## src/rtl/vec_lane_serializer.sv

```systemverilog
// ---------------------------------------------------------------------------
// vec_lane_serializer
//
// Streams selected 32-bit lanes of a 32*K-bit vector operand onto the scalar
// datapath, one lane per valid/ready transfer. A start pulse in IDLE captures
// the operand, the first lane index and the lane count. The block then walks
// the lane index itself, wrapping modulo K. An out-of-range first lane maps to
// lane 0, and the count is clamped to K so that no lane is emitted twice.
//
// Ports:
//   clk_i        clock; all state changes on the rising edge
//   reset_i      synchronous active-high reset; overrides every other input
//   start_i      one-cycle burst request; only accepted in IDLE
//   vec_i        vector operand, lane i = vec_i[32i+31:32i]
//   first_i      first lane index (unsigned)
//   count_i      number of lanes to emit (unsigned)
//   busy_o       high while a burst is running or finishing
//   out_valid_o  data_o / lane_o / last_o carry a word
//   out_ready_i  consumer accepts the current word
//   data_o       current lane data (0 when no word is offered)
//   lane_o       current lane index (0 when no word is offered)
//   last_o       current word is the final word of the burst
//   done_o       one-cycle pulse after the final transfer
// ---------------------------------------------------------------------------
module vec_lane_serializer #(
    parameter int unsigned K = 4
) (
    input  logic            clk_i,
    input  logic            reset_i,
    input  logic            start_i,
    input  logic [32*K-1:0] vec_i,
    input  logic [31:0]     first_i,
    input  logic [31:0]     count_i,
    output logic            busy_o,
    output logic            out_valid_o,
    input  logic            out_ready_i,
    output logic [31:0]     data_o,
    output logic [31:0]     lane_o,
    output logic            last_o,
    output logic            done_o
);

    // Wide enough to hold both K-1 (lane index) and K (clamped count).
    localparam int IW = $clog2(K + 1);

    typedef enum logic [1:0] {
        ST_IDLE = 2'd0,
        ST_RUN  = 2'd1,
        ST_DONE = 2'd2
    } state_e;

    state_e            state_q, state_d;
    logic [IW-1:0]     idx_q, idx_d;
    logic [IW-1:0]     rem_q, rem_d;
    logic [32*K-1:0]   buf_q, buf_d;

    logic              busy_q, busy_d;
    logic              valid_q, valid_d;
    logic [31:0]       data_q, data_d;
    logic [31:0]       lane_q, lane_d;
    logic              last_q, last_d;
    logic              done_q, done_d;

    logic [31:0]       lane_data_s;

    // Next-state logic: capture on accepted start, advance on each transfer.
    always_comb begin
        state_d = state_q;
        idx_d   = idx_q;
        rem_d   = rem_q;
        buf_d   = buf_q;
        case (state_q)
            ST_IDLE: begin
                if (start_i) begin
                    buf_d = vec_i;
                    idx_d = (first_i < 32'(K)) ? first_i[IW-1:0] : {IW{1'b0}};
                    rem_d = (count_i < 32'(K)) ? count_i[IW-1:0] : IW'(K);
                    if (rem_d == {IW{1'b0}}) begin
                        state_d = ST_DONE;
                    end else begin
                        state_d = ST_RUN;
                    end
                end else begin
                    state_d = ST_IDLE;
                end
            end
            ST_RUN: begin
                // out_valid is always high in RUN, so ready alone means a transfer.
                if (out_ready_i) begin
                    idx_d = (idx_q == IW'(K - 1)) ? {IW{1'b0}} : idx_q + IW'(1);
                    rem_d = rem_q - IW'(1);
                    if (rem_q == IW'(1)) begin
                        state_d = ST_DONE;
                    end else begin
                        state_d = ST_RUN;
                    end
                end else begin
                    state_d = ST_RUN;
                end
            end
            ST_DONE: begin
                state_d = ST_IDLE;
            end
            default: begin
                state_d = ST_IDLE;
            end
        endcase
    end

    // Lane multiplexer on the next-state buffer and index, so the output
    // registers already hold the word that belongs to the coming cycle.
    always_comb begin
        lane_data_s = 32'd0;
        for (int i = 0; i < int'(K); i++) begin
            lane_data_s = (idx_d == IW'(i)) ? buf_d[32*i +: 32] : lane_data_s;
        end
    end

    // Output values derived from the next state; registered below.
    always_comb begin
        busy_d  = (state_d != ST_IDLE);
        valid_d = (state_d == ST_RUN);
        done_d  = (state_d == ST_DONE);
        last_d  = valid_d && (rem_d == IW'(1));
        data_d  = valid_d ? lane_data_s : 32'd0;
        lane_d  = valid_d ? {{(32-IW){1'b0}}, idx_d} : 32'd0;
    end

    // State, operand buffer and output registers with synchronous reset.
    always_ff @(posedge clk_i) begin
        if (reset_i) begin
            state_q <= ST_IDLE;
            idx_q   <= {IW{1'b0}};
            rem_q   <= {IW{1'b0}};
            buf_q   <= {(32*K){1'b0}};
            busy_q  <= 1'b0;
            valid_q <= 1'b0;
            data_q  <= 32'd0;
            lane_q  <= 32'd0;
            last_q  <= 1'b0;
            done_q  <= 1'b0;
        end else begin
            state_q <= state_d;
            idx_q   <= idx_d;
            rem_q   <= rem_d;
            buf_q   <= buf_d;
            busy_q  <= busy_d;
            valid_q <= valid_d;
            data_q  <= data_d;
            lane_q  <= lane_d;
            last_q  <= last_d;
            done_q  <= done_d;
        end
    end

    assign busy_o      = busy_q;
    assign out_valid_o = valid_q;
    assign data_o      = data_q;
    assign lane_o      = lane_q;
    assign last_o      = last_q;
    assign done_o      = done_q;

endmodule

```

## config.mk

```make
export PLATFORM = sky130hd
export DESIGN_NAME = vec_lane_serializer
export DESIGN_NICKNAME = d
export VERILOG_FILES = /design/src/rtl/vec_lane_serializer.sv
export SDC_FILE = /design/constraint.sdc
export NUM_CORES = 1
export LEC_CHECK = 0
export ABC_AREA = 1
export BUFFER_PORTS_ARGS = -buffer_cell sky130_fd_sc_hd__buf_4
export CORE_AREA = 8 8 142 144
export CTS_BUF_LIST = sky130_fd_sc_hd__clkbuf_8 sky130_fd_sc_hd__clkbuf_16
export CTS_CLUSTER_DIAMETER = 200
export DETAILED_ROUTE_END_ITERATION = 6
export DIE_AREA = 0 0 150 152
export PLACE_DENSITY_LB_ADDON = 0.12
export SYNTH_ARGS = -nofsm -noshare
export SYNTH_HDL_FRONTEND = slang
export SYNTH_SLANG_ARGS = --single-unit
```

## constraint.sdc

```tcl
create_clock -name clk_i -period 1.7 [get_ports clk_i]
set_input_delay 0.425 -clock clk_i [delete_from_list [all_inputs] [get_ports clk_i]]
set_output_delay 0.425 -clock clk_i [all_outputs]
set_load 0.01 [all_outputs]
```

# Word-level counts from Yosys, hierarchy flattened
# Cells that the tools add are included.
# totals
mem_count	0
wordCells	51
register_bits	204
ramBits	0
latchBits	0
rom_bits	0
# classes
mul	0
n_eq_ne	9
n_shift	0
n_lt_le_gt_ge	2
bitwise	1
mux	20
n_div	0
addsub	2
n_reduce_logical	6
# op_table
operator	count
128-bit 2-to-1 mux	2
32-bit 2-to-1 mux	4
32-bit by 3-bit less-than comparator with 1-bit output (second input constant)	2
3-bit 2-to-1 mux	7
3-bit one-hot mux with 2 select lines	2
3-bit by 1-bit equality test with 1-bit output (second input constant)	3
3-bit by 2-bit equality test with 1-bit output (second input constant)	3
2-bit 2-to-1 mux	4
3-bit logical NOT	2
2-bit by 1-bit equality test with 1-bit output (second input constant)	2
2-bit one-hot mux with 2 select lines	1
3-bit by 1-bit adder with 3-bit output (second input constant)	1
3-bit by 1-bit subtractor with 3-bit output (second input constant)	1
2-bit equality test (second input constant)	1
2-bit logical NOT	1
2-bit nonzero test	1
2-bit OR reduction	1
1-bit logical AND	1
1-bit inverter	1

# Longest topological paths before layout
# depth
ltp_word	9
depth_mapped	16
depth_no_buf	15

# Worst setup path after synthesis
# No wires, ideal clock.
# synth_timing
path_type	register to register
start	register idx_q[0]
end	register data_q[10], in the netlist data_o[10]
setup_ns	0.065
slack_ns	-0.062
required_ns	1.635
arrival_ns	1.697
synth_period_minus_slack_ns	1.762
path_buffers	2
stages_incl_launch_ff	11
path_cell_list	dfxtp_1 -> ha_1 -> o211ai_1 -> o21ai_1 -> a21oi_1 -> buf_4 -> buf_2 -> nand4_1 -> nand3_1 -> nor2_1 -> nor2_1
# synth_via
elab_chain_cells	9
elab_cells_between_ends	14
cone_classes	add/sub: 1; eq/ne: 4; mux: 8; reduce/logical: 1
# synth_rtl
item	line	rtl
start: declaration	53	logic [IW-1:0] idx_q, idx_d;
start signal: assignment	133	idx_q <= {IW{1'b0}};
start signal: assignment	144	idx_q <= idx_d;
3-bit by 1-bit adder with 3-bit output / 3-bit by 2-bit equality test with 1-bit output (equally long branches)	90	idx_d = (idx_q == IW'(K - 1)) ? {IW{1'b0}} : idx_q + IW'(1);
3-bit 2-to-1 mux	90	
3-bit 2-to-1 mux	89	if (out_ready_i) begin
3-bit one-hot mux with 2 select lines *	72	case (state_q)
3-bit logical NOT	115	lane_data_s = (idx_d == IW'(i)) ? buf_d[32*i +: 32] : lane_data_s;
32-bit 2-to-1 mux (3 in a row)	115	
32-bit 2-to-1 mux *	115	
end signal: assignment	149	data_q <= data_d;
end: declaration	59	logic [31:0] data_q, data_d;
# Mark *: on every way between the ends. The rest lies on a longest branch, timed or not.
# A chain may end at the register's enable or synchronous reset.

# Worst setup path after layout
# layout_timing
start	register state_q[1]
end	register data_q[30], in the netlist data_o[30]
# layout_via
elab_chain_cells	7
elab_cells_between_ends	16
cone_classes	eq/ne: 5; mux: 7; bitwise: 1; reduce/logical: 3
# layout_rtl
item	line	rtl
start: declaration	52	state_e state_q, state_d;
start signal: assignment	143	state_q <= state_d;
2-bit by 1-bit equality test with 1-bit output / 2-bit logical NOT (equally long branches)	72	
3-bit one-hot mux with 2 select lines	72	
3-bit logical NOT	115	
32-bit 2-to-1 mux (4 in a row)	115	
# Several ways; a longest one is shown, not always the timed one.

==> results list <==
* Count of nets left with antenna violations after detail routing: 0
- The analysis attributes to cell leakage a power of 0.00610 µW.
- Detailed-route wire length per cell: 17.8 µm
- Routed wire length: 28500 µm
- DR vias/cell: 5.02
* Count of boundary I/O pins: 264
- After detailed routing, the met2 layer carries 15400 µm of wire.
* Maximum ir drop on the vdd rail: 0.792 mV
- The worst setup path is of the reg -> reg kind.
- Fraction of layout cells with a size suffix above 1: 0.438
* Count of cell types in the netlist: 38
* RSZ-0062 raised after global routing: yes
* Post-synthesis cell type with the largest combined area: dfxtp_1
- Failing checks: negative setup slack
- Number of buffers on the longest clock path: 2
* Pin count of the biggest net entering global routing: 92
- nor2_1 is the most common cell in the netlist.
- STA classifies the critical path endpoint as a flip-flop.
- The die is 150 µm wide.
- For the worst-skew pair, the clock arrives at the later sink with an insertion delay of 0.44 ns.
- Initial DRT Pass Iterations: 7
* Vias after detailed routing: 8041
- The number of pins exceeding their max-slew limit in the final report was 0.
* Amount of wire on met3 after detailed routing: 1760 µm
- The final-report hold violation count was 0.
- Remaining DRCs: 0
- At the end of the flow the core is filled with cells to 0.720.
- After detailed placement, the total cell area comes to 10600 µm².
- For flop-to-flop paths, the worst setup slack is -0.17 ns.
- Compared with the post-synthesis result, the final layout area differs by 59.4%.
- Result of the run: complete, but fails checks
* WL met1: 10600 µm
- Summed over all nets, the half-perimeter wirelength after detailed placement is 18300 µm.
- The cell that appears most often on the critical path is buf_8.
- In the synthesized netlist the dominant register cell turns out to be dfxtp_1.
- The first global-routing pass estimated 40900 µm of wire.
* Cell-by-cell trace of the critical path: nor2_4 -> inv_4 -> nor2_8 -> buf_6 -> buf_8 -> buf_8 -> or2_1 -> o21ai_1 -> inv_1 -> nand4_1 -> nand3_2 -> nor2_2 -> nor2_1
- Setup Skew: 0.00946 ns
* Reg2Reg Capture Point: data_o[30]
- Top routing layer in use: met4
- The min-delay analysis places its worst path in the category in -> reg.
- After clock tree synthesis, the clock-pin slew on the worst setup and hold paths is 0.07 ns.
- The initial utilization of the core area, before any placement, comes to 0.452.
- Subtracting the final worst setup slack from the clock period gives 1.87 ns.
* Register area share after synthesis: 0.436
* Antenna violations before repair: 0
- Core area: 17800 µm²
- By count the netlist is led by 267 x nor2_1, 175 x dfxtp_1, 77 x inv_1.
* Hold Path Stages: 3
- The die covers 22800 µm².
- The cell sitting at the root of the clock tree is a clkbuf_16.
- The path with the worst hold slack has its endpoint at buf_q[9].
- Chip Height: 152 µm
- Number of enable-type register cells in the synthesized netlist: 0
- Cell types occupying the most area after synthesis: dfxtp_1 44%, nor2_1 12%, mux2i_1 9.2%, nand4_1 4.4%, buf_4 3.6%
- Ant diodes: 0
- Count of hold buffers inserted by post-cts repair: 0
- Net count of the finished layout: 1559
- Total Routing Usage GR: 0.227
- CTS sink count: 175
- In this run the most critical hold path is launched from vec_i[9].
* Yosys warnings: 0
* Worst Reg-to-Reg Cells: 13
* Clock H-tree levels: 4
- TritonCTS built the clock tree.
- The via count of the first global-routing pass came to 8039.
* Crit path DAT: 2.20 ns
* Starting DRC count in detailed routing: 447
- R2R Path Start: state_q[1]
- Post-route setup slack: -0.168 ns
* Post-synthesis instance area: 8030 µm²
- Worst path max stage delay: 0.37 ns
- A synthesized cell averages 7.86 µm².
- Total of flip-flops plus latches after synthesis: 175
- Rows: 49
* Portion of synthesized cell area occupied by the leading cell type: 0.436
- Clock buffer count from CTS: 17
* Area of all placed cells without fillers: 12800 µm²
- Total of buffers placed on input and output ports: 234
- Maximum clock rate: 0.535 GHz
* Share of synthesized registers carrying an async set or reset: 0
* Post-Syn Instances: 1021
- Cell with the largest stage delay on the worst path: dfxtp_2
- After global routing the overflow that remains totals 0.
- At the end of routability-driven placement, the weighted congestion stood at 0.810.
* Number of setup violations in the final report: 34
* Data required time at the worst endpoint: 2.03 ns
- Number of max-cap violations: 0
- The worst setup path is launched from a flip-flop.
- Cell Pwr Density: 952 nW/µm²
* Critical path fanouts, max: 6
- Final cycle utilization of the critical path: 1.10
[critical path: cells and delay by family (launching register included)]
kind | cells | cell delay (ns)
AOI/OAI and AO/OA | 1 | 0.14
buffers and inverters | 5 | 0.59
DFF | 1 | 0.37
and+or+nand+nor | 7 | 0.67
[layer usage]
metal | up-vias | track usage
met5 | - | 0
met4 | 0 | 0.0833
met3 | 58 | 0.0585
met2 | 285 | 0.414
met1 | 3774 | 0.244
li1 | 3924 | -
[repair_timing]
item                                   4_1_cts  5_1_grt
endpoints found under the hold margin        0        0
buffers inserted                            18        8
pin swaps                                   39       56
cloned                                       5       10
gates resized for setup                    147      101
setup endpoints to repair                   62       50
[stage by stage]
| stage | TNS, ns | worst slack [ns] | total power [µW] | hold WS (ns) | instances |
|---|---|---|---|---|---|
| 3_5_place_dp | -18.74 | -0.478 | 7100 | 0.477 | 1529 |
| 2_1_floorplan | -0.378 | -0.0268 | 5950 | 0.448 | 1049 |
| 6_report | -2.80 | -0.168 | 12200 | 0.221 | 1602 |
| 5_1_grt | -6.75 | -0.262 | 12600 | 0.219 | 1602 |
| 4_1_cts | -2.76 | -0.116 | 11800 | 0.212 | 1584 |
| 3_3_place_gp | -17.49 | -0.448 | 7070 | 0.468 | 1529 |
[state kept, by name (all words and copies together) (netlist names)]
| signal | cells |
|---|---|
| last_o | 1 |
| busy_o | 1 |
| state_q | 2 |
| buf_q | 128 |
| lane_o | 3 |
| done_o | 1 |
| idx_q | 3 |
| rem_q | 3 |
| data_o | 32 |
| out_valid_o | 1 |
[how the worst max path moves through the flow]
stage / startpoint / end / slack, ns / cells past startpoint
4_1_cts: state_q[1] / data_o[13] / -0.12 / 13
5_1_grt: state_q[1] / data_o[30] / -0.26 / 13
3_5_place_dp: first_i[10] / data_o[9] / -0.48 / 15
6_report: state_q[1] / data_o[30] / -0.17 / 13
2_1_floorplan: first_i[26] / data_o[12] / -0.03 / 16
3_3_place_gp: first_i[10] / data_o[3] / -0.45 / 15
[cells by family after synthesis]
logic type | share of synthesized area
buf+inv | 0.114
simple gates | 0.302
flops | 0.436
mux | 0.0923
compound gates | 0.0488
fa+ha+maj | 0.00468
xor+xnor | 0.00109
other cells | 0.000467
[area by class of cell]
cell class	instances	area [µm²]
clock buffer	18	439
tap	229	287
multi-input combinational	687	4470
inverter	97	404
fill	1359	4980
clock inverter	14	203
timing repair buffer	382	3480
sequential	175	3510
[power by group]
part	switching [µW]	internal, µW
clock network	1780	2530
logic	1630	1720
registers	102	4420
[placed cells by master (no fill, tap or decap), types with 5 or more instances in the layout]
master / netlist / routed
inv_1: 77 / 65
buf_4: 39 / 319
conb_1: 1 / 29
nand3_1: 43 / 21
inv_2: 12 / 19
nand2_2: 2 / 5
buf_6: 5 / 26
o21ai_2: 0 / 36
nor2_1: 267 / 248
or2_2: 22 / 21
mux2i_1: 74 / 52
or2_1: 33 / 33
nand4_1: 57 / 57
buf_16: 0 / 5
nand3b_1: 28 / 28
inv_4: 2 / 6
mux2i_2: 0 / 11
o21ai_4: 0 / 13
nor2_4: 2 / 11
o21ai_1: 48 / 11
clkbuf_16: 0 / 25
buf_12: 0 / 19
nor2_2: 1 / 12
nand3_2: 0 / 20
buf_8: 0 / 5
mux2i_4: 0 / 11
dfxtp_1: 175 / 171
inv_6: 0 / 5
nand2_1: 41 / 35
No activity file was read; power rests on OpenSTA's default activity.
